`config.mk`:
```
export PLATFORM = sky130hd
export DESIGN_NAME = usart_rx_fifo
export DESIGN_NICKNAME = d
export VERILOG_FILES = /design/src/rtl/usart_pkg.sv /design/src/rtl/sync_fifo.sv /design/src/rtl/usart_rx_fifo.sv
export SDC_FILE = /design/constraint.sdc
export NUM_CORES = 1
export LEC_CHECK = 0
export ABC_AREA = 1
export CAP_MARGIN = 20
export CORE_ASPECT_RATIO = 0.6
export CORE_UTILIZATION = 40
export DETAILED_ROUTE_END_ITERATION = 12
export PLACE_DENSITY = 0.67
export REMOVE_ABC_BUFFERS = 1
export SLEW_MARGIN = 40
export SYNTH_ARGS = -nofsm -noshare
export SYNTH_HDL_FRONTEND = slang
export SYNTH_SLANG_ARGS = --single-unit
export TNS_END_PERCENT = 1
```
`constraint.sdc`:
```
create_clock -name comm_clock -period 3.15 [get_ports comm_clock]
set_clock_uncertainty 0.1 [all_clocks]
set_input_delay 0.315 -clock comm_clock [delete_from_list [all_inputs] [get_ports comm_clock]]
set_output_delay 0.315 -clock comm_clock [all_outputs]
set_load 0.01 [all_outputs]
```
`src/rtl/usart_pkg.sv`:
```
// Shared encodings for the usart library: parity modes, RX FSM states and FIFO entry sizing.
package usart_pkg;

  localparam logic [1:0] PARITY_NONE = 2'd0;
  localparam logic [1:0] PARITY_EVEN = 2'd1;
  localparam logic [1:0] PARITY_ODD  = 2'd2;

  typedef enum logic [2:0] {
    RX_IDLE,
    RX_START,
    RX_DATA,
    RX_PARITY,
    RX_STOP,
    RX_STORE,
    RX_WAIT_IDLE
  } rx_state_e;

  // Each FIFO entry carries the data word plus parity and framing flags.
  localparam int unsigned FLAG_BITS = 2;

  function automatic int unsigned entry_width(input int unsigned data_bits);
    return data_bits + FLAG_BITS;
  endfunction

endpackage

```
`src/rtl/sync_fifo.sv`:
```
// Single-clock show-ahead FIFO with occupancy count; head reads as zero when empty.
module sync_fifo #(
  parameter  int unsigned WIDTH = 10,
  parameter  int unsigned DEPTH = 16,
  localparam int unsigned CNT_W = $clog2(DEPTH) + 1
) (
  input  logic             clk,
  input  logic             rst_n,
  input  logic             push,
  input  logic [WIDTH-1:0] wdata,
  input  logic             pop,
  output logic [WIDTH-1:0] rdata_c,
  output logic             valid,
  output logic             full_c,
  output logic [CNT_W-1:0] count
);

  localparam int unsigned AW    = $clog2(DEPTH);
  localparam int unsigned PTR_W = AW + 1;

  logic [WIDTH-1:0] mem [DEPTH];
  logic [PTR_W-1:0] wr_ptr_q, rd_ptr_q;
  logic [PTR_W-1:0] wr_ptr_n, rd_ptr_n;
  logic             do_push_c, do_pop_c;

  // Pointers carry an extra wrap bit so full and empty are distinguishable.
  always_comb begin
    full_c    = (wr_ptr_q[AW] != rd_ptr_q[AW]) && (wr_ptr_q[AW-1:0] == rd_ptr_q[AW-1:0]);
    do_pop_c  = pop && valid;
    do_push_c = push && (!full_c || do_pop_c);
    wr_ptr_n  = wr_ptr_q + PTR_W'(do_push_c);
    rd_ptr_n  = rd_ptr_q + PTR_W'(do_pop_c);
  end

  always_ff @(posedge clk) begin
    if (do_push_c) begin
      mem[wr_ptr_q[AW-1:0]] <= wdata;
    end
  end

  always_ff @(posedge clk or negedge rst_n) begin
    if (!rst_n) begin
      wr_ptr_q <= '0;
      rd_ptr_q <= '0;
      count    <= '0;
      valid    <= 1'b0;
    end else begin
      wr_ptr_q <= wr_ptr_n;
      rd_ptr_q <= rd_ptr_n;
      count    <= CNT_W'(wr_ptr_n - rd_ptr_n);
      valid    <= (wr_ptr_n != rd_ptr_n);
    end
  end

  assign rdata_c = valid ? mem[rd_ptr_q[AW-1:0]] : '0;

endmodule

```
`src/rtl/usart_rx_fifo.sv`:
```
// Parametrised UART receiver: synchroniser, framing FSM with parity/stop checks,
// show-ahead RX FIFO with per-frame flags, sticky overrun and RTS flow control.
module usart_rx_fifo
  import usart_pkg::*;
#(
  parameter  int unsigned DATA_BITS     = 8,
  parameter  int unsigned FIFO_DEPTH    = 16,
  parameter  int unsigned RTS_THRESHOLD = 12,
  parameter  int unsigned CPB_WIDTH     = 12,
  localparam int unsigned CNT_W         = $clog2(FIFO_DEPTH) + 1
) (
  input  logic                 comm_clock,
  input  logic                 reset_n,
  input  logic [CPB_WIDTH-1:0] clocks_per_bit,
  input  logic [1:0]           parity_mode,
  input  logic                 two_stop_bits,
  input  logic                 rx_pin,
  output logic                 rts_pin,
  output logic [DATA_BITS-1:0] rx_data,
  output logic                 rx_parity_error,
  output logic                 rx_frame_error,
  output logic                 rx_valid,
  input  logic                 rx_ready,
  output logic                 overrun,
  input  logic                 clear_errors,
  output logic [CNT_W-1:0]     fifo_count
);

  localparam int unsigned ENTRY_W = entry_width(DATA_BITS);
  localparam int unsigned BI_W    = $clog2(DATA_BITS + 1);

  logic                 rx_meta, rxs;
  rx_state_e            state_q, state_n;
  logic [CPB_WIDTH-1:0] cnt_q, cnt_n;
  logic [CPB_WIDTH-1:0] cpb_q, cpb_n;
  logic [1:0]           pmode_q, pmode_n;
  logic                 two_stop_q, two_stop_n;
  logic [DATA_BITS-1:0] shreg_q, shreg_n;
  logic [BI_W-1:0]      bit_idx_q, bit_idx_n;
  logic                 stop_idx_q, stop_idx_n;
  logic                 par_err_q, par_err_n;
  logic                 frame_err_q, frame_err_n;

  logic                 store_c, ovr_set_c, pop_c;
  logic                 fifo_full_c;
  logic [ENTRY_W-1:0]   head_c;

  // Two-flop synchroniser; idles high so reset does not look like a start bit.
  always_ff @(posedge comm_clock or negedge reset_n) begin
    if (!reset_n) begin
      rx_meta <= 1'b1;
      rxs     <= 1'b1;
    end else begin
      rx_meta <= rx_pin;
      rxs     <= rx_meta;
    end
  end

  // State and frame datapath registers.
  always_ff @(posedge comm_clock or negedge reset_n) begin
    if (!reset_n) begin
      state_q     <= RX_IDLE;
      cnt_q       <= '0;
      cpb_q       <= '0;
      pmode_q     <= PARITY_NONE;
      two_stop_q  <= 1'b0;
      shreg_q     <= '0;
      bit_idx_q   <= '0;
      stop_idx_q  <= 1'b0;
      par_err_q   <= 1'b0;
      frame_err_q <= 1'b0;
    end else begin
      state_q     <= state_n;
      cnt_q       <= cnt_n;
      cpb_q       <= cpb_n;
      pmode_q     <= pmode_n;
      two_stop_q  <= two_stop_n;
      shreg_q     <= shreg_n;
      bit_idx_q   <= bit_idx_n;
      stop_idx_q  <= stop_idx_n;
      par_err_q   <= par_err_n;
      frame_err_q <= frame_err_n;
    end
  end

  // Next-state and datapath update; every bit is sampled when the counter hits zero.
  always_comb begin
    logic tick;
    logic par_en;
    state_n     = state_q;
    cnt_n       = cnt_q;
    cpb_n       = cpb_q;
    pmode_n     = pmode_q;
    two_stop_n  = two_stop_q;
    shreg_n     = shreg_q;
    bit_idx_n   = bit_idx_q;
    stop_idx_n  = stop_idx_q;
    par_err_n   = par_err_q;
    frame_err_n = frame_err_q;
    tick        = (cnt_q == '0);
    par_en      = (pmode_q == PARITY_EVEN) || (pmode_q == PARITY_ODD);

    case (state_q)
      RX_IDLE: begin
        if (!rxs) begin
          state_n     = RX_START;
          cnt_n       = (clocks_per_bit >> 1) - CPB_WIDTH'(1);
          cpb_n       = clocks_per_bit;
          pmode_n     = parity_mode;
          two_stop_n  = two_stop_bits;
          bit_idx_n   = '0;
          stop_idx_n  = 1'b0;
          par_err_n   = 1'b0;
          frame_err_n = 1'b0;
        end
      end
      RX_START: begin
        if (!tick) begin
          cnt_n = cnt_q - CPB_WIDTH'(1);
        end else if (rxs) begin
          state_n = RX_IDLE;
        end else begin
          state_n = RX_DATA;
          cnt_n   = cpb_q - CPB_WIDTH'(1);
        end
      end
      RX_DATA: begin
        if (!tick) begin
          cnt_n = cnt_q - CPB_WIDTH'(1);
        end else begin
          shreg_n   = {rxs, shreg_q[DATA_BITS-1:1]};
          bit_idx_n = bit_idx_q + BI_W'(1);
          cnt_n     = cpb_q - CPB_WIDTH'(1);
          if (bit_idx_q == BI_W'(DATA_BITS - 1)) begin
            state_n = par_en ? RX_PARITY : RX_STOP;
          end
        end
      end
      RX_PARITY: begin
        if (!tick) begin
          cnt_n = cnt_q - CPB_WIDTH'(1);
        end else begin
          // Even mode expects XOR of data and parity bit to be 0, odd mode 1.
          par_err_n = (^shreg_q) ^ rxs ^ (pmode_q == PARITY_ODD);
          cnt_n     = cpb_q - CPB_WIDTH'(1);
          state_n   = RX_STOP;
        end
      end
      RX_STOP: begin
        if (!tick) begin
          cnt_n = cnt_q - CPB_WIDTH'(1);
        end else begin
          if (!rxs) begin
            frame_err_n = 1'b1;
          end
          if (two_stop_q && !stop_idx_q) begin
            stop_idx_n = 1'b1;
            cnt_n      = cpb_q - CPB_WIDTH'(1);
          end else begin
            state_n = RX_STORE;
          end
        end
      end
      RX_STORE: begin
        state_n = frame_err_q ? RX_WAIT_IDLE : RX_IDLE;
      end
      RX_WAIT_IDLE: begin
        if (rxs) begin
          state_n = RX_IDLE;
        end
      end
      default: begin
        state_n = RX_IDLE;
      end
    endcase
  end

  // FSM outputs: push request and overrun detection.
  always_comb begin
    store_c   = (state_q == RX_STORE);
    pop_c     = rx_valid && rx_ready;
    ovr_set_c = store_c && fifo_full_c && !pop_c;
  end

  sync_fifo #(
    .WIDTH (ENTRY_W),
    .DEPTH (FIFO_DEPTH)
  ) u_fifo (
    .clk     (comm_clock),
    .rst_n   (reset_n),
    .push    (store_c),
    .wdata   ({shreg_q, par_err_q, frame_err_q}),
    .pop     (rx_ready),
    .rdata_c (head_c),
    .valid   (rx_valid),
    .full_c  (fifo_full_c),
    .count   (fifo_count)
  );

  assign rx_data         = head_c[ENTRY_W-1:2];
  assign rx_parity_error = head_c[1];
  assign rx_frame_error  = head_c[0];

  // Sticky overrun; a clear wins over a same-cycle drop.
  always_ff @(posedge comm_clock or negedge reset_n) begin
    if (!reset_n) begin
      overrun <= 1'b0;
    end else if (clear_errors) begin
      overrun <= 1'b0;
    end else if (ovr_set_c) begin
      overrun <= 1'b1;
    end
  end

  // RTS held high in reset so the peer stays quiet until we are running.
  always_ff @(posedge comm_clock or negedge reset_n) begin
    if (!reset_n) begin
      rts_pin <= 1'b1;
    end else begin
      rts_pin <= (fifo_count >= CNT_W'(RTS_THRESHOLD));
    end
  end

endmodule

```
==> results of run 1 <==
-- layout make-up --
class	count	area share (%)
sequential	225	56.10
clock inverter	12	0.9050
tap	315	3.435
clock buffer	30	5.245
inverter	63	2.094
multi-input combinational	562	25.55
timing repair buffer	77	6.673
-- final timing paths --
path,start,to,slack [ns],cells after the start
max in group asynchronous,reset_n,rx_meta,1.99,3
worst min register to register,rx_meta,rxs,0.26,0
worst max register to register,u_fifo.rd_ptr_q[0],u_fifo.count[4],0.31,12
min in group asynchronous,reset_n,cnt_q[5],0.25,2
worst max-delay path,u_fifo.rd_ptr_q[0],rx_data[6],0.1,7
worst min-delay path,rx_pin,rx_meta,0.10,1
-- worst max-delay path: cells and delay by family, from the launching register on --
kind	cells	cell delay, ns
buffers and inverters	3	0.93
AO/OA/AOI/OAI	4	0.69
flip-flops	1	0.49
-- flip-flops by register name (all words and copies together) (netlist names), 2 cells and up --
name / flops
bit_idx_q: 4
cnt_q: 12
cpb_q: 12
pmode_q: 2
shreg_q: 8
state_q: 3
u_fifo.count: 5
u_fifo.mem: 160
u_fifo.rd_ptr_q: 5
u_fifo.wr_ptr_q: 5
-- synth_stat cells, types with 15 or more instances --
cell	n	area (um^2)
edfxtp_1	160	4805
nor2_1	129	484.2
nand2_1	123	461.7
o21ai_0	106	530.5
dfrtp_1	62	1551
inv_1	57	214.0
nand3_1	46	230.2
clkbuf_1	32	120.1
o221ai_1	29	254.0
a21oi_1	20	100.1
xor2_1	16	140.1
nand2_2	15	93.84
-- power by group through the flow --
| stage | logic [mW] | registers, mW | clock network (mW) |
|---|---|---|---|
| 3_5_place_dp | 4.24 | 3.82 | 0 |
| 6_report | 4.49 | 3.79 | 2.60 |
| 5_1_grt | 5.00 | 3.83 | 2.75 |
| 4_1_cts | 4.32 | 3.77 | 2.65 |
| 3_3_place_gp | 4.18 | 3.81 | 0 |
| 2_1_floorplan | 2.49 | 3.93 | 0 |
-- cells in the final DEF, fill, tap and decap left out, types with 25 or more instances in the layout --
master and count:
inv_1 57, clkdlybuf4s50_1 35, buf_4 31, o221ai_1 28, nand2_1 123, nor2_1 129, nand3_1 46, dfrtp_1 60
edfxtp_1 160, o21ai_0 106, clkbuf_16 25
-- kinds of logic (layout without fill, tap and decap cells) --
| group | count (synthesis) | after routing | synth area share, % |
|---|---|---|---|
| AO/OA/AOI/OAI | 188 | 188 | 11.40 |
| XOR/XNOR | 27 | 27 | 2.418 |
| adder cells (fa/ha/maj) | 12 | 12 | 1.612 |
| buffers and inverters | 103 | 182 | 4.337 |
| flip-flops | 225 | 225 | 65.79 |
| multiplexers | 1 | 1 | 0.1023 |
| AND/OR/NAND/NOR | 334 | 334 | 14.34 |
-- per-layer routing --
layer | routed length, um | track usage, %
met3 | 1886 | 2.794
met5 | 0 | 0
met1 | 12230 | 32.25
met2 | 9210 | 24.57
met4 | 405 | 4.041
-- repair_timing --
action,4_1_cts,5_1_grt
gates resized for setup,8,9
endpoints found under the hold margin,23,0
hold buffers,1,0
endpoints found under the setup margin,9,9
pin swaps,0,0
gates cloned,0,2
==> results.cfg, run 1 <==
[clock_network]
clkTransAtPathRegs_ns = 0.06
cts_tree = yes
cts_buffers = 23
post_cts_buffers = 0
cts_root_buf = clkbuf_16
clock_latency_ns = 0.53
htreeDepth = 1
cts.path.max_buffers = 3
cts_sinks = 225

[timing]
hold_violations = 0
holdWs_ns = 0.1035
period_share_pct = 96.92
slew_headroom_pct = 51.71
slew_violations = 0
finalSetupTns_ns = 0
period_needed_ns = 3.053
setup_viol = 0
max_freq_ghz = 0.3276
fin_ws_ns = 0.09703
rsz0062_at_grt = true
worstMarginPinSlew_ns = 0.7244

[layout]
syn_to_final_growth_pct = 17.32
multi_input_area_um2 = 2932
final_cells = 1284
regArea_um2 = 6437
utilization_pct = 48.69
stdcell_area_um2 = 11470
finalNetCount = 984
fillers = 2129
antennaDiodeCount = 0
final_layout_size_suffix_gt1_share_pct = 11.04

[detailed_routing]
drc = 0
wl_um = 23730
vias = 6909
ant_nets = 0
routed_via_density = 5.381
drt_first_pass_iters = 4
wl_per_cell_um = 18.48
drt_first_iter_violations = 751

[power_and_ir_drop]
power.clock.fraction_pct = 23.9
p_total_mw = 10.88
p_sw_mw = 4.185
p_int_mw = 6.692
p_sw_share_pct = 38.47
power.density_cell_area_nw_per_um2 = 947.9
leakage_nw = 4.497
p_seq_share_pct = 34.8
pwr-share-comb_pct = 41.3
irDropWorstVdd_uv = 567.1

[grt]
gr-total-overflow = 0
antenna_found_initial = 0
grt_pass1_wl_um = 36820
grt_max_degree = 82
grtUsageTotal_pct = 18.98
grt_pass1_vias = 6420

[worst_hold_path]
hold_path_class = in -> reg

[place]
dp_cells = 1239
port_buffers = 37
placed_area_um2 = 10640
hpwl_um = 15170
dp_slack_ns = 0.1138
gp_congestion = 0.8394

[synth]
synth-edff-count = 160
seq_area_frac_synth_pct = 65.79
ys_types = 38
ys_warn_count = 0
ys.flop_type = edfxtp_1
synth_seq_cells = 225
async_flop_share_pct = 28.89
netlist_area_um2 = 9781
synthCells = 890
avgSynthCellArea_um2 = 10.99

[worst_setup_path]
critical_path_class = reg -> out
end_kind = output pin
worstPathArrival_ns = 2.64
start_kind = register
crit_path_max_incr_delay_ns = 0.57
required_ns = 2.73
slowest_stage = clkdlybuf4s50_1
crit_chain = inv_4, buf_8, o21ai_0, o221ai_1, o211ai_1, a21oi_1, clkdlybuf4s50_1
crit_fanout = 20

[outcome]
status = complete, no violations

[floorplan]
io_pins = 38
coreArea_um2 = 23570
die_area_um2 = 25100
die-width_um = 203.9
row_count = 43
start_util_pct = 41.50
die_h_um = 123.1

[job]
drv_cap = 0
Power figures use the tool's default switching activity.
==> run 2: changes to the inputs <==
- SLEW_MARGIN: 40 -> not set
==> results of run 2 <==
Final layout, timing and power as in run 1 (identical DEF).
